--- src/rtl/square_voice_bank.sv ---
// Polyphonic square-wave tone generator: VOICES timed oscillators loaded through
// one write port, summed into a level and a first-order sigma-delta bitstream.
module square_voice_bank #(
    parameter int VOICES   = 4,
    parameter int PERIOD_W = 16,
    parameter int DUR_W    = 12,
    parameter int PRESCALE = 50000,
    localparam int VW      = (VOICES > 1) ? $clog2(VOICES) : 1,
    localparam int LVL_W   = $clog2(VOICES + 1)
) (
    input  logic                CLK,
    input  logic                RST_N,
    input  logic                ENABLE,
    input  logic                WR_EN,
    input  logic [VW-1:0]       WR_VOICE,
    input  logic [PERIOD_W-1:0] WR_HALF_PERIOD,
    input  logic [DUR_W-1:0]    WR_DURATION,
    output logic [VOICES-1:0]   VOICE_ACTIVE,
    output logic [VOICES-1:0]   NOTE_DONE,
    output logic [LVL_W-1:0]    AUDIO_LEVEL,
    output logic                AUDIO
);

    localparam int PS_W = (PRESCALE > 1) ? $clog2(PRESCALE) : 1;

    logic [PS_W-1:0]   pre_q, pre_d;
    logic              dtick;
    logic [VOICES-1:0] active_w;
    logic [VOICES-1:0] done_w;
    logic [VOICES-1:0] high_w;
    logic [LVL_W-1:0]  level_q, level_d;
    logic [LVL_W:0]    acc_q, acc_d;
    logic [LVL_W:0]    sum;
    logic              audio_q, audio_d;

    // Free-running duration prescaler; writes never restart it.
    assign dtick = ENABLE && (pre_q == PS_W'(PRESCALE - 1));

    always_comb begin
        pre_d = pre_q;
        if (ENABLE) begin
            pre_d = dtick ? '0 : pre_q + PS_W'(1);
        end
    end

    always_ff @(posedge CLK) begin
        if (!RST_N) begin
            pre_q <= '0;
        end else begin
            pre_q <= pre_d;
        end
    end

    for (genvar v = 0; v < VOICES; v++) begin : g_voice
        logic [PERIOD_W-1:0] cur_hp_q;
        logic [PERIOD_W-1:0] pend_hp_q;
        logic [PERIOD_W-1:0] tick_q;
        logic [DUR_W-1:0]    remain_q;
        logic                sq_q;
        logic                active_q;
        logic                done_q;
        logic                wr_hit;
        logic                wrap;

        assign wr_hit = WR_EN && (32'(WR_VOICE) == v);
        assign wrap   = (cur_hp_q != '0) && (tick_q == cur_hp_q - PERIOD_W'(1));

        always_ff @(posedge CLK) begin
            if (!RST_N) begin
                cur_hp_q  <= '0;
                pend_hp_q <= '0;
                tick_q    <= '0;
                remain_q  <= '0;
                sq_q      <= 1'b0;
                active_q  <= 1'b0;
                done_q    <= 1'b0;
            end else begin
                done_q <= 1'b0;
                if (wr_hit) begin
                    if (WR_DURATION == '0) begin
                        active_q <= 1'b0;
                        sq_q     <= 1'b0;
                        tick_q   <= '0;
                    end else if (!active_q) begin
                        cur_hp_q  <= WR_HALF_PERIOD;
                        pend_hp_q <= WR_HALF_PERIOD;
                        tick_q    <= '0;
                        sq_q      <= 1'b0;
                        remain_q  <= WR_DURATION;
                        active_q  <= 1'b1;
                    end else begin
                        // Retune lands on the next toggle so no half is cut short;
                        // the reload also cancels any expiry in this cycle.
                        pend_hp_q <= WR_HALF_PERIOD;
                        remain_q  <= WR_DURATION;
                        if (cur_hp_q == '0) begin
                            cur_hp_q <= WR_HALF_PERIOD;
                        end else if (ENABLE) begin
                            if (wrap) begin
                                sq_q     <= ~sq_q;
                                tick_q   <= '0;
                                cur_hp_q <= WR_HALF_PERIOD;
                            end else begin
                                tick_q <= tick_q + PERIOD_W'(1);
                            end
                        end
                    end
                end else if (ENABLE && active_q) begin
                    if (cur_hp_q == '0) begin
                        sq_q   <= 1'b0;
                        tick_q <= '0;
                    end else if (wrap) begin
                        sq_q     <= ~sq_q;
                        tick_q   <= '0;
                        cur_hp_q <= pend_hp_q;
                    end else begin
                        tick_q <= tick_q + PERIOD_W'(1);
                    end
                    if (dtick) begin
                        remain_q <= remain_q - DUR_W'(1);
                        if (remain_q == DUR_W'(1)) begin
                            active_q <= 1'b0;
                            sq_q     <= 1'b0;
                            done_q   <= 1'b1;
                        end
                    end
                end
            end
        end

        assign active_w[v] = active_q;
        assign done_w[v]   = done_q;
        assign high_w[v]   = sq_q & active_q;
    end

    always_comb begin
        level_d = '0;
        for (int v = 0; v < VOICES; v++) begin
            level_d = level_d + LVL_W'(high_w[v]);
        end
    end

    // First-order sigma-delta: ones density equals AUDIO_LEVEL / VOICES.
    assign sum = acc_q + {1'b0, level_q};

    always_comb begin
        acc_d   = sum;
        audio_d = 1'b0;
        if (sum >= (LVL_W + 1)'(VOICES)) begin
            acc_d   = sum - (LVL_W + 1)'(VOICES);
            audio_d = 1'b1;
        end
    end

    always_ff @(posedge CLK) begin
        if (!RST_N) begin
            level_q <= '0;
            acc_q   <= '0;
            audio_q <= 1'b0;
        end else if (ENABLE) begin
            level_q <= level_d;
            acc_q   <= acc_d;
            audio_q <= audio_d;
        end
    end

    assign VOICE_ACTIVE = active_w;
    assign NOTE_DONE    = done_w;
    assign AUDIO_LEVEL  = level_q;
    assign AUDIO        = audio_q;

endmodule
--- config.mk ---
export PLATFORM = sky130hd
export DESIGN_NAME = square_voice_bank
export DESIGN_NICKNAME = d
export VERILOG_FILES = /design/src/rtl/square_voice_bank.sv
export SDC_FILE = /design/constraint.sdc
export NUM_CORES = 1
export LEC_CHECK = 0
export CORE_MARGIN = 5
export CORE_UTILIZATION = 45
export CTS_CLUSTER_SIZE = 14
export DETAILED_ROUTE_END_ITERATION = 8
export PLACE_DENSITY = 0.6
export SLEW_MARGIN = 20
export SYNTH_ARGS = -nofsm -noshare
export SYNTH_HDL_FRONTEND = slang
export SYNTH_SLANG_ARGS = --single-unit
--- constraint.sdc ---
create_clock -name CLK -period 3.7 [get_ports CLK]
set_input_delay 0.74 -clock CLK [delete_from_list [all_inputs] [get_ports CLK]]
set_output_delay 0.74 -clock CLK [all_outputs]
set_load 0.01 [all_outputs]
==> impl_metrics.prom, run 1 <==
# TYPE chip_impl_metric gauge
chip_impl_metric{name="end_of_flow_core_utilization",unit="%"} 51.2
chip_impl_metric{name="finalWirelength",unit="µm"} 44800
chip_impl_metric{name="design.die.area",unit="µm²"} 39300
chip_impl_metric{name="syn-cell-area",unit="µm²"} 15900
chip_impl_metric{name="worst_clock_skew",unit="ps"} 11.9
chip_impl_metric{name="worst_setup_hold_path_clk_slew",unit="ps"} 60
chip_impl_metric{name="clock_insertion_delay_worst_skew",unit="ps"} 510
chip_impl_metric{name="maxSlewHeadroom",unit="%"} 34.6
chip_impl_metric{name="p_comb_share",unit="%"} 14.2
chip_impl_info{name="critPathLaunch",value="g_voice[3].cur_hp_q[2]"} 1
chip_impl_metric{name="finalSetupViolCount",unit=""} 0
chip_impl_info{name="grt_setup_unrepaired",value="no"} 1
chip_impl_metric{name="p_total",unit="mW"} 7.72
chip_impl_metric{name="synth_cell_types",unit=""} 91
chip_impl_metric{name="postRouteAntennaNets",unit=""} 0
chip_impl_metric{name="asyncSetResetFlopFracSynth",unit="%"} 0
chip_impl_metric{name="powerDensity",unit="nW/µm²"} 427
chip_impl_info{name="outcome",value="finished, final reports clean"} 1
chip_impl_info{name="end_kind",value="register"} 1
chip_impl_metric{name="areaGrowthSynthToFinish",unit="%"} 13.5
chip_impl_metric{name="core.rowCount",unit=""} 69
chip_impl_metric{name="hold_ws",unit="ps"} 452
chip_impl_info{name="path_class",value="register to register"} 1
chip_impl_info{name="ctsRootBufferMaster",value="sky130_fd_sc_hd__clkbuf_16"} 1
chip_impl_metric{name="ys_warn_count",unit=""} 0
chip_impl_metric{name="cellLeakagePower",unit="nW"} 6.63
chip_impl_metric{name="grt_max_degree",unit=""} 101
chip_impl_info{name="synthTopCellsByArea",value="sky130_fd_sc_hd__dfxtp_1 35%, sky130_fd_sc_hd__nand2_1 5.7%, sky130_fd_sc_hd__nor2_1 5.3%"} 1
chip_impl_info{name="critical_path.reg2reg.startpoint",value="g_voice[3].cur_hp_q[2]"} 1
chip_impl_metric{name="synth_top_area_share",unit="%"} 34.7
chip_impl_metric{name="routed_wire_length_per_instance",unit="µm"} 17.7
chip_impl_metric{name="route.detailed.vias_per_inst",unit=""} 5.79
chip_impl_metric{name="port_buffers",unit=""} 45
chip_impl_metric{name="reg2reg_slack",unit="ps"} 330
chip_impl_metric{name="gr-usage-all-layers",unit="%"} 22.3
chip_impl_metric{name="cp.required",unit="ps"} 4160
chip_impl_metric{name="drc_violation_count_after_routing",unit=""} 0
chip_impl_info{name="cts_tree",value="built"} 1
chip_impl_metric{name="finalSetupTns",unit="ps"} 0
chip_impl_metric{name="dp.final_hpwl",unit="µm"} 31100
chip_impl_metric{name="grt.overflow.total",unit=""} 0
chip_impl_metric{name="fillers",unit=""} 3414
chip_impl_metric{name="final_layout_size_suffix_gt1_share",unit="%"} 9.35
chip_impl_metric{name="swShare",unit="%"} 26.9
chip_impl_metric{name="drtIter0Drc",unit=""} 1020
chip_impl_metric{name="final_critical_path_setup_slack",unit="ps"} 326
chip_impl_metric{name="arrival",unit="ps"} 3840
chip_impl_metric{name="multi_input_logic_area",unit="µm²"} 9560
chip_impl_metric{name="proportion_of_synthesized_chip_area_in_sequential_cells",unit="%"} 34.7
chip_impl_metric{name="post_cts_resize_count",unit=""} 0
chip_impl_metric{name="share_seq_of_total_power",unit="%"} 40.9
chip_impl_metric{name="crit_fanout",unit=""} 16
chip_impl_metric{name="fp.dieW",unit="µm"} 198
chip_impl_metric{name="worst_pin_slew",unit="ps"} 981
chip_impl_metric{name="dp_worst_setup_slack",unit="ps"} -56.0
chip_impl_metric{name="final-seq-area",unit="µm²"} 5530
chip_impl_metric{name="clockPowerShare",unit="%"} 44.9
chip_impl_info{name="synth_top_cell_by_area",value="sky130_fd_sc_hd__dfxtp_1"} 1
chip_impl_info{name="top_library_cells_by_usage_in_the_layout_fill_and_taps_aside",value="276 x sky130_fd_sc_hd__dfxtp_1, 244 x sky130_fd_sc_hd__nand2_1, 222 x sky130_fd_sc_hd__nor2_1"} 1
chip_impl_metric{name="report.final.slew_viol_count",unit=""} 0
chip_impl_info{name="start_kind",value="register"} 1
chip_impl_metric{name="r2r_cells",unit=""} 7
chip_impl_info{name="critical_path_destination",value="g_voice[3].cur_hp_q[15]"} 1
chip_impl_metric{name="core_area",unit="µm²"} 35300
chip_impl_metric{name="synth.avg_cell_area",unit="µm²"} 7.78
chip_impl_metric{name="boundaryPins",unit=""} 46
chip_impl_metric{name="clock_tree.buffer_depth",unit=""} 3
chip_impl_metric{name="grt_pass1_wl",unit="µm"} 72800
chip_impl_info{name="hold_path.class",value="register to register"} 1
chip_impl_metric{name="finish.net_count",unit=""} 2109
chip_impl_info{name="layout.cells.most_common",value="sky130_fd_sc_hd__dfxtp_1"} 1
chip_impl_metric{name="minimum_clock_period",unit="ps"} 3370
chip_impl_metric{name="vdd_ir_drop_max",unit="mV"} 0.356
chip_impl_metric{name="clock.fmax",unit="MHz"} 296
chip_impl_info{name="synth_flop_cell",value="sky130_fd_sc_hd__dfxtp_1"} 1
chip_impl_metric{name="clkSinkCount",unit=""} 276
chip_impl_metric{name="post-route-period-util",unit="%"} 91.2
chip_impl_metric{name="ant_diodes",unit=""} 0
chip_impl_metric{name="start_util",unit="%"} 45.1
chip_impl_metric{name="drtPass1Iterations",unit=""} 5
chip_impl_metric{name="antenna_violations_before_repair",unit=""} 0
chip_impl_metric{name="ys_seq_elements",unit=""} 276
chip_impl_metric{name="number_of_cells_produced_by_synthesis",unit=""} 2050
chip_impl_metric{name="p_switching",unit="mW"} 2.08
chip_impl_metric{name="maximum_level_of_the_cts_h_tree",unit=""} 2
chip_impl_metric{name="cts_inserted_buffers",unit=""} 34
chip_impl_metric{name="internal_power",unit="mW"} 5.64
chip_impl_metric{name="synth_enable_flop_cells",unit=""} 0
chip_impl_metric{name="grt_pass1_vias",unit=""} 13800
chip_impl_metric{name="max_cap_viol_count",unit=""} 0
chip_impl_info{name="r2r-end",value="g_voice[3].cur_hp_q[15]"} 1
chip_impl_metric{name="place_congestion",unit=""} 0.867
chip_impl_metric{name="synth_nets",unit=""} 2108
chip_impl_metric{name="finalHoldViolCount",unit=""} 0
chip_impl_metric{name="vias",unit=""} 14700
chip_impl_metric{name="dieHeight",unit="µm"} 198
[state kept, by name, summed over array words and instances (netlist names), 16 cells and up]
signal,cells
g_voice.cur_hp_q,64
g_voice.pend_hp_q,64
g_voice.remain_q,48
g_voice.tick_q,64
pre_q,16
[power by group through the flow]
stage          Clock, mW  Combinational [mW]  Sequential (mW)
3_3_place_gp           0                1.07             3.22
3_5_place_dp           0                1.09             3.22
2_1_floorplan          0               0.801             3.19
4_1_cts             3.54                1.09             3.16
5_1_grt             3.67                1.22             3.17
6_report            3.47                1.10             3.16
[cell families (layout without fill, tap and decap cells)]
family                     after synthesis  count (layout)  synth area share (%)
AOI/OAI and AO/OA                      487             487                  20.8
xor gates and xnor gates               134             134                  7.36
adders and majority gates               24              24                  1.98
buffers and inverters                  209             234                  5.46
DFF                                    276             276                  34.7
muxes                                   44              44                  2.76
and+or+nand+nor                        876             876                  26.9
[metrics by stage]
step	instances	instance area, µm²
after floorplan	2050	15900
after global placement	2475	16900
after detailed placement	2475	16900
after CTS	2535	18100
after global routing	2536	18100
final	2536	18100
[critical path, stage by stage, from the launching register on]
cell,delay [ps]
sky130_fd_sc_hd__dfxtp_1,400
sky130_fd_sc_hd__or4_1,710
sky130_fd_sc_hd__or3_1,420
sky130_fd_sc_hd__nand3_1,120
sky130_fd_sc_hd__o211ai_1,100
sky130_fd_sc_hd__or4b_1,580
sky130_fd_sc_hd__o31ai_4,670
sky130_fd_sc_hd__o221a_2,320
[synth_stat cells (25+ instances only)]
master and n:
sky130_fd_sc_hd__nand2_1 244, sky130_fd_sc_hd__nand3_1 86, sky130_fd_sc_hd__clkbuf_1 115, sky130_fd_sc_hd__xor2_1 62, sky130_fd_sc_hd__nor3_1 86, sky130_fd_sc_hd__o221a_2 27
sky130_fd_sc_hd__nor4_1 30, sky130_fd_sc_hd__a21oi_1 157, sky130_fd_sc_hd__nor2_1 223, sky130_fd_sc_hd__mux2i_1 44, sky130_fd_sc_hd__o21ai_0 81, sky130_fd_sc_hd__a31oi_1 34
sky130_fd_sc_hd__dfxtp_1 276, sky130_fd_sc_hd__xnor2_1 72, sky130_fd_sc_hd__nand2b_1 28, sky130_fd_sc_hd__a211oi_1 40, sky130_fd_sc_hd__inv_1 52, sky130_fd_sc_hd__nand4_1 25
[worst min path at each step]
stage	from	to	cells after the start
finish	g_voice[1].pend_hp_q[2]	g_voice[1].pend_hp_q[2]	2
global route	g_voice[0].pend_hp_q[9]	g_voice[0].pend_hp_q[9]	2
CTS	g_voice[1].pend_hp_q[2]	g_voice[1].pend_hp_q[2]	2
detailed placement	g_voice[0].pend_hp_q[0]	g_voice[0].pend_hp_q[0]	2
global placement	g_voice[0].pend_hp_q[15]	g_voice[0].pend_hp_q[15]	2
floorplan	g_voice[0].remain_q[7]	g_voice[0].remain_q[7]	2
[layer usage]
layer  GRT usage, %  part of all wire [%]  up-vias
met2           35.7                    46      286
met5              0                     0        -
li1               -                     -     7347
met4           7.29                   2.8        0
met3           3.49                   4.4       86
met1           31.1                    47     6972
[final cells by class]
class / instances / share of cell area, %
Tap cell: 461 / 3.19
Sequential cell: 276 / 30.5
Clock buffer: 52 / 5.93
Timing Repair Buffer: 121 / 5.82
Clock inverter: 8 / 0.588
Inverter: 53 / 1.11
Multi-Input combinational cell: 1565 / 52.8
[timing repair]
item / CTS / global route
setup endpoints to repair: 0 / 16
setup buffers: 0 / 1
hold buffers: 0 / 0
No activity file was read; power rests on OpenSTA's default activity.
==> run 2, diff against run 1 <==
--- a/config.mk
+++ b/config.mk
@@ -5,11 +5,13 @@
 export SDC_FILE = /design/constraint.sdc
 export NUM_CORES = 1
 export LEC_CHECK = 0
+export CAP_MARGIN = 20
 export CORE_MARGIN = 5
 export CORE_UTILIZATION = 45
 export CTS_CLUSTER_SIZE = 14
 export DETAILED_ROUTE_END_ITERATION = 8
 export PLACE_DENSITY = 0.6
+export SKIP_LAST_GASP = 1
 export SLEW_MARGIN = 20
 export SYNTH_ARGS = -nofsm -noshare
 export SYNTH_HDL_FRONTEND = slang
==> results of run 2 <==
No change in the layout: final DEF, timing and power equal those of run 1.
==> run 3, diff against run 2 <==
==> constraint.sdc (replaced) <==
create_clock -name CLK -period 3.35 [get_ports CLK]
set_input_delay 0.67 -clock CLK [delete_from_list [all_inputs] [get_ports CLK]]
set_output_delay 0.67 -clock CLK [all_outputs]
set_load 0.01 [all_outputs]
==> impl_metrics.prom, run 3 (synthesis gave the netlist of run 1 again) <==
# TYPE chip_impl_metric gauge
chip_impl_metric{name="dp_worst_setup_slack",unit="ps"} -317
chip_impl_info{name="critical_path.reg2reg.startpoint",value="g_voice[1].cur_hp_q[0]"} 1
chip_impl_metric{name="core_area",unit="µm²"} 35300
chip_impl_metric{name="grt_pass1_wl",unit="µm"} 73200
chip_impl_metric{name="final_critical_path_setup_slack",unit="ps"} 222
chip_impl_metric{name="post-route-period-util",unit="%"} 93.4
chip_impl_metric{name="grt.overflow.total",unit=""} 0
chip_impl_metric{name="powerDensity",unit="nW/µm²"} 465
chip_impl_info{name="hold_start",value="g_voice[1].pend_hp_q[11]"} 1
chip_impl_metric{name="minimum_clock_period",unit="ps"} 3130
chip_impl_metric{name="antenna_violations_before_repair",unit=""} 0
chip_impl_metric{name="worst_setup_hold_path_clk_slew",unit="ps"} 60
chip_impl_metric{name="met1Wirelength",unit="µm"} 21000
chip_impl_metric{name="maximum_level_of_the_cts_h_tree",unit=""} 1
chip_impl_metric{name="clock.fmax",unit="MHz"} 320
chip_impl_metric{name="worst_pin_slew",unit="ps"} 983
chip_impl_info{name="cts_tree",value="built"} 1
chip_impl_metric{name="met3RoutedLength",unit="µm"} 2110
chip_impl_metric{name="r2r_cells",unit=""} 10
chip_impl_info{name="ctsRootBufferMaster",value="sky130_fd_sc_hd__clkbuf_16"} 1
chip_impl_metric{name="finalSetupTns",unit="ps"} 0
chip_impl_metric{name="clock_insertion_delay_worst_skew",unit="ps"} 560
chip_impl_info{name="path_class",value="input port to register"} 1
chip_impl_metric{name="cp.required",unit="ps"} 3850
chip_impl_metric{name="finalSetupViolCount",unit=""} 0
chip_impl_metric{name="vdd_ir_drop_max",unit="mV"} 0.370
chip_impl_metric{name="clock_tree.buffer_depth",unit=""} 3
chip_impl_metric{name="boundaryPins",unit=""} 46
chip_impl_info{name="reg.largest.list",value="g_voice.cur_hp_q (64), g_voice.pend_hp_q (64), g_voice.tick_q (64)"} 1
chip_impl_metric{name="maxSlewHeadroom",unit="%"} 34.5
chip_impl_info{name="r2r-end",value="g_voice[1].tick_q[3]"} 1
chip_impl_metric{name="dieHeight",unit="µm"} 198
chip_impl_metric{name="fp.dieW",unit="µm"} 198
chip_impl_metric{name="drc_violation_count_after_routing",unit=""} 0
chip_impl_info{name="outcome",value="finished, final reports clean"} 1
chip_impl_metric{name="reg2reg_slack",unit="ps"} 280
chip_impl_metric{name="route.detailed.vias_per_inst",unit=""} 5.81
chip_impl_info{name="grt_setup_unrepaired",value="no"} 1
chip_impl_info{name="hold_path.class",value="register to register"} 1
chip_impl_metric{name="max_cap_viol_count",unit=""} 0
chip_impl_metric{name="fillers",unit=""} 3364
chip_impl_metric{name="routed_wire_length_per_instance",unit="µm"} 17.5
chip_impl_metric{name="dp.final_hpwl",unit="µm"} 31400
chip_impl_metric{name="finalWirelength",unit="µm"} 44800
chip_impl_metric{name="drtPass1Iterations",unit=""} 7
chip_impl_metric{name="design.die.area",unit="µm²"} 39300
chip_impl_metric{name="crit_fanout",unit=""} 5
chip_impl_metric{name="place_congestion",unit=""} 0.862
chip_impl_metric{name="port_buffers",unit=""} 45
chip_impl_info{name="critPathLaunch",value="WR_DURATION[7]"} 1
chip_impl_metric{name="report.final.slew_viol_count",unit=""} 0
chip_impl_metric{name="start_util",unit="%"} 45.1
chip_impl_metric{name="worst_clock_skew",unit="ps"} 9.03
chip_impl_info{name="start_kind",value="input port"} 1
chip_impl_metric{name="postRouteAntennaNets",unit=""} 0
chip_impl_metric{name="areaGrowthSynthToFinish",unit="%"} 14.8
chip_impl_info{name="layout.cells.most_common",value="sky130_fd_sc_hd__dfxtp_1"} 1
chip_impl_metric{name="grt_pass1_vias",unit=""} 14000
chip_impl_metric{name="cts_inserted_buffers",unit=""} 31
chip_impl_metric{name="grt_max_degree",unit=""} 85
chip_impl_metric{name="ant_diodes",unit=""} 0
chip_impl_metric{name="gr-usage-all-layers",unit="%"} 22.3
chip_impl_metric{name="cellLeakagePower",unit="nW"} 6.76
chip_impl_metric{name="drtIter0Drc",unit=""} 1042
chip_impl_info{name="end_kind",value="register"} 1
chip_impl_metric{name="vias",unit=""} 14900
chip_impl_info{name="top_layer_used",value="met4"} 1
chip_impl_metric{name="detailed_place.area",unit="µm²"} 17100
chip_impl_metric{name="hold_ws",unit="ps"} 453
chip_impl_metric{name="design_area",unit="µm²"} 18300
chip_impl_metric{name="clkSinkCount",unit=""} 276
chip_impl_metric{name="final_layout_size_suffix_gt1_share",unit="%"} 10.6
chip_impl_metric{name="arrival",unit="ps"} 3630
chip_impl_metric{name="finish.net_count",unit=""} 2131
chip_impl_metric{name="core.rowCount",unit=""} 69
chip_impl_info{name="top_library_cells_by_usage_in_the_layout_fill_and_taps_aside",value="276 x sky130_fd_sc_hd__dfxtp_1, 244 x sky130_fd_sc_hd__nand2_1, 222 x sky130_fd_sc_hd__nor2_1"} 1
chip_impl_metric{name="met2_wire_len",unit="µm"} 20100
chip_impl_info{name="critical_path_destination",value="g_voice[3].sq_q"} 1
chip_impl_metric{name="finalHoldViolCount",unit=""} 0
-- run 3: cell count changes in the layout (fill, tap and decap cells not counted), sizes merged --
cell      delta
inv          +1
buf         +25
clkbuf      -14
bufinv       +5
clkinvlp     -2
clkinv       +7
-- run 3: cell type report --
| class | instances | area, µm² | area share (%) |
|---|---|---|---|
| timing repair buffer | 146 | 1290 | 7.06 |
| inverter | 53 | 201 | 1.10 |
| clock inverter | 19 | 283 | 1.55 |
| tap | 461 | 577 | 3.15 |
| clock buffer | 38 | 852 | 4.66 |
| multi-input combinational | 1565 | 9570 | 52.3 |
| sequential | 276 | 5530 | 30.2 |
-- run 3: repair_timing --
| item | in CTS | in global routing |
|---|---|---|
| endpoints found under the setup margin | 0 | 25 |
| endpoints found under the hold margin | 0 | 0 |
| hold buffers | 0 | 0 |
| setup buffers | 0 | 1 |
| resized for setup | 0 | 3 |
-- run 3: how the worst min path moves through the flow --
stage,cells past startpoint,endpoint,slack [ps]
after detailed placement,2,g_voice[0].pend_hp_q[6],450
after global placement,2,g_voice[2].pend_hp_q[10],440
after floorplan,2,g_voice[0].remain_q[7],430
after CTS,2,g_voice[0].pend_hp_q[6],450
final,2,g_voice[1].pend_hp_q[11],450
after global routing,2,g_voice[2].pend_hp_q[5],470
-- run 3: worst max-delay path, stage by stage --
cell                              delay (ps)
sky130_fd_sc_hd__clkdlybuf4s50_1         430
sky130_fd_sc_hd__nor4_1                  610
sky130_fd_sc_hd__nand3_1                 420
sky130_fd_sc_hd__buf_4                   280
sky130_fd_sc_hd__a21oi_1                 240
sky130_fd_sc_hd__nor2_1                  150
sky130_fd_sc_hd__or4_1                   480
sky130_fd_sc_hd__nor4_1                  180
sky130_fd_sc_hd__a311o_1                 150
-- run 3: layer usage --
metal  GRT usage (%)  vias up
met3            3.32       93
met5               0        -
met1            31.2     7046
li1                -     7385
met4            7.86        0
met2            35.2      350
-- run 3: metrics by stage --
step,util (%),total power [mW],cells
2_1_floorplan,-,4.40,2050
3_3_place_gp,48.5,4.76,2500
3_5_place_dp,48.5,4.79,2500
4_1_cts,51.7,8.58,2557
5_1_grt,51.8,8.87,2558
6_report,51.8,8.51,2558
-- run 3: report_power, final --
part,internal (mW),total [mW],switching [mW]
sequential,3.38,3.49,0.111
combinational,0.510,1.24,0.730
clock,2.34,3.78,1.44
total,6.23,8.51,2.28
